File: src/rtl/lag_pl_out_scheduler_if.sv
// Request/grant bundle between the requesters and the PL output scheduler.
// The master drives requests and PL credit status; the slave (scheduler) returns grants.
interface lag_pl_out_scheduler_if #(
    parameter int num_reqs = 4,
    parameter int num_pls  = 4
);
    localparam int pl_bits  = (num_pls  > 1) ? $clog2(num_pls)  : 1;
    localparam int req_bits = (num_reqs > 1) ? $clog2(num_reqs) : 1;

    logic [num_reqs-1:0]          req_valid;
    logic [num_reqs*pl_bits-1:0]  req_pl;
    logic [num_reqs-1:0]          req_head;
    logic [num_reqs-1:0]          req_tail;
    logic [num_pls-1:0]           pl_status;
    logic [num_reqs-1:0]          gnt;
    logic [num_pls-1:0]           flits_valid;
    logic [num_pls*req_bits-1:0]  pl_owner;
    logic [num_pls-1:0]           pl_locked;
    logic                         err_proto;

    modport master (
        output req_valid, req_pl, req_head, req_tail, pl_status,
        input  gnt, flits_valid, pl_owner, pl_locked, err_proto
    );

    modport slave (
        input  req_valid, req_pl, req_head, req_tail, pl_status,
        output gnt, flits_valid, pl_owner, pl_locked, err_proto
    );
endinterface

File: src/rtl/lag_pl_out_scheduler.sv
// Credit-aware round-robin scheduler of an output port's physical lanes.
// Grants are combinational; each PL holds its winner from head flit to tail flit.
module lag_pl_out_scheduler #(
    parameter int num_reqs = 4,
    parameter int num_pls  = 4
) (
    input  logic                   clk,
    input  logic                   rst_n,
    lag_pl_out_scheduler_if.slave  bus
);
    localparam int pl_bits  = (num_pls  > 1) ? $clog2(num_pls)  : 1;
    localparam int req_bits = (num_reqs > 1) ? $clog2(num_reqs) : 1;

    logic [1:0]                          rst_sync_reg;
    logic                                run;
    logic [num_pls-1:0]                  lock_reg, lock_next;
    logic [num_pls-1:0][req_bits-1:0]    owner_reg, owner_next;
    logic [num_pls-1:0][req_bits-1:0]    ptr_reg, ptr_next;
    logic [num_pls-1:0][req_bits-1:0]    win_idx;
    logic [num_pls-1:0]                  grant_pl, win_tail;
    logic [num_reqs-1:0][pl_bits-1:0]    req_pl_arr;
    logic [num_reqs-1:0]                 gnt_c;
    logic                                err_reg, err_next, err_hit;

    assign req_pl_arr = bus.req_pl;

    // Reset asserts asynchronously but releases only after two clean clock edges.
    always_ff @(posedge clk or negedge rst_n) begin
        if (!rst_n) begin
            rst_sync_reg <= 2'b00;
        end else begin
            rst_sync_reg <= {rst_sync_reg[0], 1'b1};
        end
    end

    assign run = rst_sync_reg[1];

    // Per-PL arbitration: locked PLs only follow their owner, idle PLs search round-robin.
    always_comb begin
        int idx;
        idx      = 0;
        grant_pl = '0;
        win_idx  = owner_reg;
        win_tail = '0;
        err_hit  = 1'b0;
        for (int p = 0; p < num_pls; p++) begin
            if (lock_reg[p]) begin
                for (int r = 0; r < num_reqs; r++) begin
                    if (bus.req_valid[r] && int'(req_pl_arr[r]) == p &&
                        req_bits'(r) == owner_reg[p]) begin
                        if (bus.req_head[r]) begin
                            err_hit = 1'b1;
                        end else if (!bus.pl_status[p]) begin
                            grant_pl[p] = 1'b1;
                            win_tail[p] = bus.req_tail[r];
                        end
                    end
                end
            end else begin
                for (int k = 1; k <= num_reqs; k++) begin
                    idx = (int'(ptr_reg[p]) + k) % num_reqs;
                    if (bus.req_valid[idx] && int'(req_pl_arr[idx]) == p) begin
                        if (!bus.req_head[idx]) begin
                            err_hit = 1'b1;
                        end else if (!grant_pl[p] && !bus.pl_status[p]) begin
                            grant_pl[p] = 1'b1;
                            win_idx[p]  = req_bits'(idx);
                            win_tail[p] = bus.req_tail[idx];
                        end
                    end
                end
            end
        end
        if (!run) begin
            grant_pl = '0;
            win_idx  = owner_reg;
            err_hit  = 1'b0;
        end
    end

    always_comb begin
        gnt_c = '0;
        for (int p = 0; p < num_pls; p++) begin
            for (int r = 0; r < num_reqs; r++) begin
                if (grant_pl[p] && win_idx[p] == req_bits'(r)) begin
                    gnt_c[r] = 1'b1;
                end
            end
        end
    end

    assign bus.gnt         = gnt_c;
    assign bus.flits_valid = grant_pl;
    assign bus.pl_owner    = win_idx;
    assign bus.pl_locked   = lock_reg;
    assign bus.err_proto   = err_reg;

    // Single-flit packets only move the pointer; multi-flit heads also take ownership.
    always_comb begin
        lock_next  = lock_reg;
        owner_next = owner_reg;
        ptr_next   = ptr_reg;
        for (int p = 0; p < num_pls; p++) begin
            if (grant_pl[p]) begin
                if (!lock_reg[p]) begin
                    ptr_next[p] = win_idx[p];
                    if (!win_tail[p]) begin
                        lock_next[p]  = 1'b1;
                        owner_next[p] = win_idx[p];
                    end
                end else if (win_tail[p]) begin
                    lock_next[p] = 1'b0;
                end
            end
        end
        err_next = err_reg | err_hit;
    end

    always_ff @(posedge clk or negedge rst_n) begin
        if (!rst_n) begin
            lock_reg  <= '0;
            owner_reg <= '0;
            ptr_reg   <= {num_pls{req_bits'(num_reqs - 1)}};
            err_reg   <= 1'b0;
        end else begin
            lock_reg  <= lock_next;
            owner_reg <= owner_next;
            ptr_reg   <= ptr_next;
            err_reg   <= err_next;
        end
    end
endmodule

File: src/flat_wrapper.sv
// flat-port wrapper written by rule: the top's interface ports become plain ports
module lag_pl_out_scheduler_flat 
#(
    parameter int num_reqs = 4,
    parameter int num_pls  = 4
)
  (clk, rst_n, bus_req_valid, bus_req_pl, bus_req_head, bus_req_tail, bus_pl_status, bus_gnt, bus_flits_valid, bus_pl_owner, bus_pl_locked, bus_err_proto);
  lag_pl_out_scheduler_if #(.num_reqs(num_reqs), .num_pls(num_pls)) bus_i ();
  input  logic clk;
  input  logic rst_n;
  input wire logic [$bits(bus_i.req_valid)-1:0] bus_req_valid;
  input wire logic [$bits(bus_i.req_pl)-1:0] bus_req_pl;
  input wire logic [$bits(bus_i.req_head)-1:0] bus_req_head;
  input wire logic [$bits(bus_i.req_tail)-1:0] bus_req_tail;
  input wire logic [$bits(bus_i.pl_status)-1:0] bus_pl_status;
  output wire logic [$bits(bus_i.gnt)-1:0] bus_gnt;
  output wire logic [$bits(bus_i.flits_valid)-1:0] bus_flits_valid;
  output wire logic [$bits(bus_i.pl_owner)-1:0] bus_pl_owner;
  output wire logic [$bits(bus_i.pl_locked)-1:0] bus_pl_locked;
  output wire logic [$bits(bus_i.err_proto)-1:0] bus_err_proto;
  assign bus_i.req_valid = bus_req_valid;
  assign bus_i.req_pl = bus_req_pl;
  assign bus_i.req_head = bus_req_head;
  assign bus_i.req_tail = bus_req_tail;
  assign bus_i.pl_status = bus_pl_status;
  assign bus_gnt = bus_i.gnt;
  assign bus_flits_valid = bus_i.flits_valid;
  assign bus_pl_owner = bus_i.pl_owner;
  assign bus_pl_locked = bus_i.pl_locked;
  assign bus_err_proto = bus_i.err_proto;
  lag_pl_out_scheduler #(.num_reqs(num_reqs), .num_pls(num_pls)) u_core (.clk(clk), .rst_n(rst_n), .bus(bus_i));
endmodule
File: config.mk
export PLATFORM = sky130hd
export DESIGN_NAME = lag_pl_out_scheduler_flat
export DESIGN_NICKNAME = d
export VERILOG_FILES = /design/src/rtl/lag_pl_out_scheduler_if.sv /design/src/rtl/lag_pl_out_scheduler.sv /design/src/flat_wrapper.sv
export SDC_FILE = /design/constraint.sdc
export NUM_CORES = 1
export LEC_CHECK = 0
export CELL_PAD_IN_SITES_DETAIL_PLACEMENT = 1
export CELL_PAD_IN_SITES_GLOBAL_PLACEMENT = 1
export CORE_MARGIN = 1.5
export CORE_UTILIZATION = 43
export CTS_CLUSTER_DIAMETER = 120
export CTS_CLUSTER_SIZE = 14
export DETAILED_ROUTE_END_ITERATION = 10
export PLACE_DENSITY_LB_ADDON = 0.12
export RECOVER_POWER = 50
export SLEW_MARGIN = 5
export SYNTH_ARGS = -nofsm -noshare
export SYNTH_HDL_FRONTEND = slang
export SYNTH_SLANG_ARGS = --single-unit
File: constraint.sdc
create_clock -name clk -period 3.86 [get_ports clk]
set_input_delay 0.772 -clock clk [delete_from_list [all_inputs] [get_ports clk]]
set_output_delay 0.772 -clock clk [all_outputs]
set_load 0.05 [all_outputs]
==> qor.yml, run 1 <==
status:
  outcome: "stopped before the end"
  flow.stopped_at: "clock tree synthesis"
  error_message: "[ERROR DPL-0033] detailed placement checks failed during check placement."
clock_network:
  cts_max_level: 1
  cts_hold_buffers: 0
  cts.repair.resized: 193
  postCtsSetupRepairBufs: 48
  clock-sinks: 23
  root_buffer: "sky130_fd_sc_hd__clkbuf_8"
  cts-buffers-inserted: 3
  cts_buffer_depth: 2
yosys:
  post_synthesis_instance_total: 542
  ys_async_sr_fraction_pct: 100
  synth.yosys.warnings: 0
  ys_dominant_reg_cell: "sky130_fd_sc_hd__dfrtp_1"
  synthesis_stage_register_bit_count: 23
  synth_area_um2: 4180
  synthesis.area_per_instance_um2: 7.70
  syn_nets: 568
  synth_enable_flop_cells: 0
  synth.distinct_cells: 83
  seq_area_frac_synth_pct: 14.0
floorplan:
  starting_density_pct: 44.8
  top_level_ports: 47
  chipHeight_um: 102
  floorplan.rows: 35
  die_x_um: 102
place:
  io_buffer_count: 46
  hpwl_dp_um: 14500
  finalWeightedCongestion: 0.939
-- through the flow --
step           setup slack, ps  instances  cell area (µm²)  TNS, ps  util [%]
3_5_place_dp              -767        812             5850    -6690      62.7
3_3_place_gp              -615        812             5850    -4900      62.7
2_1_floorplan             -367        542             4240     -929         -
-- logic make-up after synthesis --
| logic type | after synthesis | share of synthesized area (%) |
|---|---|---|
| and+or+nand+nor | 209 | 28.7 |
| AOI/OAI and AO/OA | 170 | 29.7 |
| buffers and inverters | 74 | 7.49 |
| muxes | 61 | 19.2 |
| DFF | 23 | 14.0 |
| xor gates and xnor gates | 4 | 0.839 |
| other | 1 | 0.0898 |
-- synth_stat cells, types with 13 or more instances --
library cell | n | area [µm²]
sky130_fd_sc_hd__mux2_2 | 20 | 225
sky130_fd_sc_hd__mux2i_1 | 26 | 260
sky130_fd_sc_hd__inv_1 | 18 | 67.6
sky130_fd_sc_hd__nand2_1 | 47 | 176
sky130_fd_sc_hd__nand2b_1 | 18 | 113
sky130_fd_sc_hd__dfrtp_1 | 15 | 375
sky130_fd_sc_hd__o21ai_0 | 29 | 145
sky130_fd_sc_hd__a21oi_1 | 23 | 115
sky130_fd_sc_hd__nor2b_1 | 14 | 87.6
sky130_fd_sc_hd__nor2_1 | 39 | 146
sky130_fd_sc_hd__mux4_2 | 13 | 293
sky130_fd_sc_hd__clkbuf_1 | 34 | 128
==> inputs of run 2 (changes only) <==
--- a/config.mk
+++ b/config.mk
@@ -5,14 +5,10 @@
 export SDC_FILE = /design/constraint.sdc
 export NUM_CORES = 1
 export LEC_CHECK = 0
-export CELL_PAD_IN_SITES_DETAIL_PLACEMENT = 1
-export CELL_PAD_IN_SITES_GLOBAL_PLACEMENT = 1
 export CORE_MARGIN = 1.5
-export CORE_UTILIZATION = 43
-export CTS_CLUSTER_DIAMETER = 120
-export CTS_CLUSTER_SIZE = 14
+export CORE_UTILIZATION = 40
 export DETAILED_ROUTE_END_ITERATION = 10
-export PLACE_DENSITY_LB_ADDON = 0.12
+export PLACE_DENSITY_LB_ADDON = 0.15
 export RECOVER_POWER = 50
 export SLEW_MARGIN = 5
 export SYNTH_ARGS = -nofsm -noshare
==> run 2 against run 1 <==
Effect of this change:
- the flow now finishes, with violations (setup timing)
- synthesized cell count is the same
- area after synthesis is the same
==> qor.yml, run 2 <==
timing:
  slew_viol_final: 0
  layout_min_cycle_time_ps: 4000
  setup_total_negative_slack_ps: -493
  setup_viol_count_final: 4
  slew_headroom_pct: 17.7
  worst_pin_slew_ps: 1230
  unrepaired_setup_endpoints_after_global_routing: "true"
  final_min_period_over_clock_period_pct: 104
  max_clock_freq_mhz: 250
  finalWorstSetupSlack_ps: -140
  final_hold_fails: 0
  clock_skew_ps: 11.6
yosys:
  synth_area_um2: 4180  # unchanged
  ys_dominant_reg_cell: "sky130_fd_sc_hd__dfrtp_1"  # unchanged
  synth.most_common_cell: "sky130_fd_sc_hd__nand2_1"  # unchanged
  syn_nets: 568  # unchanged
  synthesis.area_per_instance_um2: 7.70  # unchanged
  post_synthesis_instance_total: 542  # unchanged
  seq_area_frac_synth_pct: 14.0  # unchanged
  most_numerous_cell_types_in_the_synthesized_netlist: "sky130_fd_sc_hd__nand2_1 (47), sky130_fd_sc_hd__nor2_1 (39), sky130_fd_sc_hd__clkbuf_1 (34), sky130_fd_sc_hd__o21ai_0 (29), sky130_fd_sc_hd__mux2i_1 (26)"  # unchanged
  synthTopCellsByArea: "sky130_fd_sc_hd__dfrtp_1 (9.0%), sky130_fd_sc_hd__mux4_2 (7.0%), sky130_fd_sc_hd__mux2i_1 (6.2%)"  # unchanged
  ys_async_sr_fraction_pct: 100  # unchanged
  synth.yosys.warnings: 0  # unchanged
  synthDominantAreaCellType: "sky130_fd_sc_hd__dfrtp_1"  # unchanged
  synth.distinct_cells: 83  # unchanged
  synth_enable_flop_cells: 0  # unchanged
  synth_top_area_share_pct: 8.99  # unchanged
  synthesis_stage_register_bit_count: 23  # unchanged
drt:
  detailroute.via_count: 5095
  drt-total-wl_um: 15900
  vias_per_cell: 6.04
  violation_count_after_the_first_detailed_route_iteration: 361
  drc: 0
  detail_route.wl_per_cell_um: 18.9
  drt-pass1-iter-count: 5
  antenna_violating_nets_post_route: 0
cells_and_area:
  most-common-layout-cells: "sky130_fd_sc_hd__buf_4 (159), sky130_fd_sc_hd__nand2_1 (47), sky130_fd_sc_hd__nor2_1 (35)"
  fillers: 921
  antenna_cells_inserted: 0
  fin_util_pct: 63.1
  post_route_cells_drive_above_1_share_pct: 46.7
  fin_nets: 734
  commonest_non_fill_non_tap_cell_in_the_layout: "sky130_fd_sc_hd__buf_4"
  flow.area_growth_from_synthesis_pct: 54.5
place:
  io_buffer_count: 46  # unchanged
  finalWeightedCongestion: 0.943  # was 0.939
  place_ws_ps: -639  # was -767 ps
  hpwl_dp_um: 11600  # was 14500 µm
floorplan:
  starting_density_pct: 40.8  # was 44.8%
  top_level_ports: 47  # unchanged
  floorplan.rows: 37  # was 35
  die_x_um: 105  # was 102 µm
  core_um2: 10200
  chipHeight_um: 105  # was 102 µm
  die-area_um2: 11100
clock_network:
  cts_max_level: 1  # unchanged
  clk_transition_reported_paths_ps: 100
  root_buffer: "sky130_fd_sc_hd__clkbuf_8"  # unchanged
  worst_skew_pair.late_latency_ps: 300
  clock-sinks: 23  # unchanged
  cts_buffer_depth: 2  # unchanged
  cts-buffers-inserted: 3  # unchanged
  tritoncts: "yes"
  cts_hold_buffers: 0  # unchanged
status:
  outcome: "complete, but fails checks"  # was stopped before the end
  violations: "setup timing"
grt:
  grt_max_degree: 21
  grt-ovfl-total: 0
  grt_first_pass_wirelength_um: 25400
  antenna_found_initial: 0
  globalRouteTotalUtil_pct: 28.6
  first_global_vias: 4904
critical_path:
  slowest_delay_ps: 340
  critPathKind: "in2out"
  endpoint_kind: "output pin"
  cp_data_arrival_time_ps: 3230
  critPathTopFamily: "compound AO/OA/AOI/OAI gates"
  data_required_time_of_the_critical_path_ps: 3090
  cpMostUsedCell: "sky130_fd_sc_hd__a21o_1"
  timing.critical_path.from_type: "input port"
  worstPathMaxFanout: 4
  path_buf_inv: 4
  path_cells: "buf_8 -> and4b_2 -> buf_6 -> or3_4 -> a21o_1 -> a2bb2oi_4 -> a21o_1 -> a211oi_4 -> inv_2 -> a32oi_2 -> o211ai_1 -> clkbuf_16"
  critical-path-slowest-cell: "sky130_fd_sc_hd__a211oi_4"
pwr:
  totalPowerFinal_mw: 2.54
  pwr_density_cell_nw_per_um2: 393
  vdd_ir_drop_max_v: 0.000282
  power_leakage_nw: 2.54
flow_run:
  maxCapViolations: 0
hold_path:
  hold_path_class: "reg2reg"
==> run 2: cell counts after synthesis <==
Identical to the previous run, type by type.
==> run 2: final cells by class <==
cell class	count	area [µm²]	area share, %
Clock buffer	3	41.3	0.640
Clock inverter	1	5.00	0.0776
Inverter	20	75.1	1.16
Multi-Input combinational cell	445	3720	57.7
Sequential cell	23	586	9.08
Tap cell	136	170	2.64
Timing Repair Buffer	215	1850	28.7
==> run 2: power by group <==
group / internal (mW) / switching (mW) / leakage (nW)
Clock: 0.0731 / 0.111 / 0.0255
Sequential: 0.332 / 0.196 / 0.261
Combinational: 0.887 / 0.940 / 2.26
Total: 1.29 / 1.25 / 2.54
==> run 2: final timing paths <==
path / startpoint / end / slack, ps / cells after the start
min in group asynchronous: rst_n / u_core.bus.pl_locked[0]$_DFFE_PN0P_ / 1180 / 1
setup reg to reg: u_core.ptr_reg[0]$_DFFE_PN1P_ / u_core.owner_reg[0]$_DFFE_PN0P_ / 810 / 10
max in group asynchronous: rst_n / u_core.ptr_reg[1]$_DFFE_PN1P_ / 1870 / 2
setup / recovery: bus_req_head[3] / bus_gnt[1] / -140 / 12
hold reg to reg: u_core.rst_sync_reg[0]$_DFF_PN0_ / u_core.rst_sync_reg[1]$_DFF_PN0_ / 370 / 0
hold / removal: u_core.rst_sync_reg[0]$_DFF_PN0_ / u_core.rst_sync_reg[1]$_DFF_PN0_ / 370 / 0
==> run 2: repair_timing <==
action / 4_1_cts / 5_1_grt
gates resized for setup: 123 / 57
pin swaps: 28 / 26
buffers inserted: 13 / 10
setup endpoints to repair: 15 / 6
==> run 2: cells by family after synthesis <==
family          Yosys count  synth area share [%]
simple gates            209                  28.7
xor+xnor                  4                 0.839
other cells               1                0.0898
mux                      61                  19.2
buf+inv                  74                  7.49
flops                    23                  14.0
compound gates          170                  29.7
==> run 2: layer usage <==
layer	part of all wire (%)	vias up	GRT usage [%]	routed length (µm)
met1	42	2460	39.3	6610
li1	-	2419	-	-
met3	6.9	23	3.06	1100
met2	50	193	47.9	7940
met4	1.5	0	6.85	239
met5	0	-	0	0
==> run 2: per-stage QoR <==
| step | hold slack (ps) | instance area (µm²) | std cells |
|---|---|---|---|
| floorplan | 331 | 4240 | 542 |
| global placement | 333 | 5820 | 817 |
| detailed placement | 340 | 5820 | 817 |
| CTS | 372 | 6150 | 833 |
| global route | 378 | 6450 | 843 |
| finish | 366 | 6450 | 843 |
No activity file was read; power rests on OpenSTA's default activity.
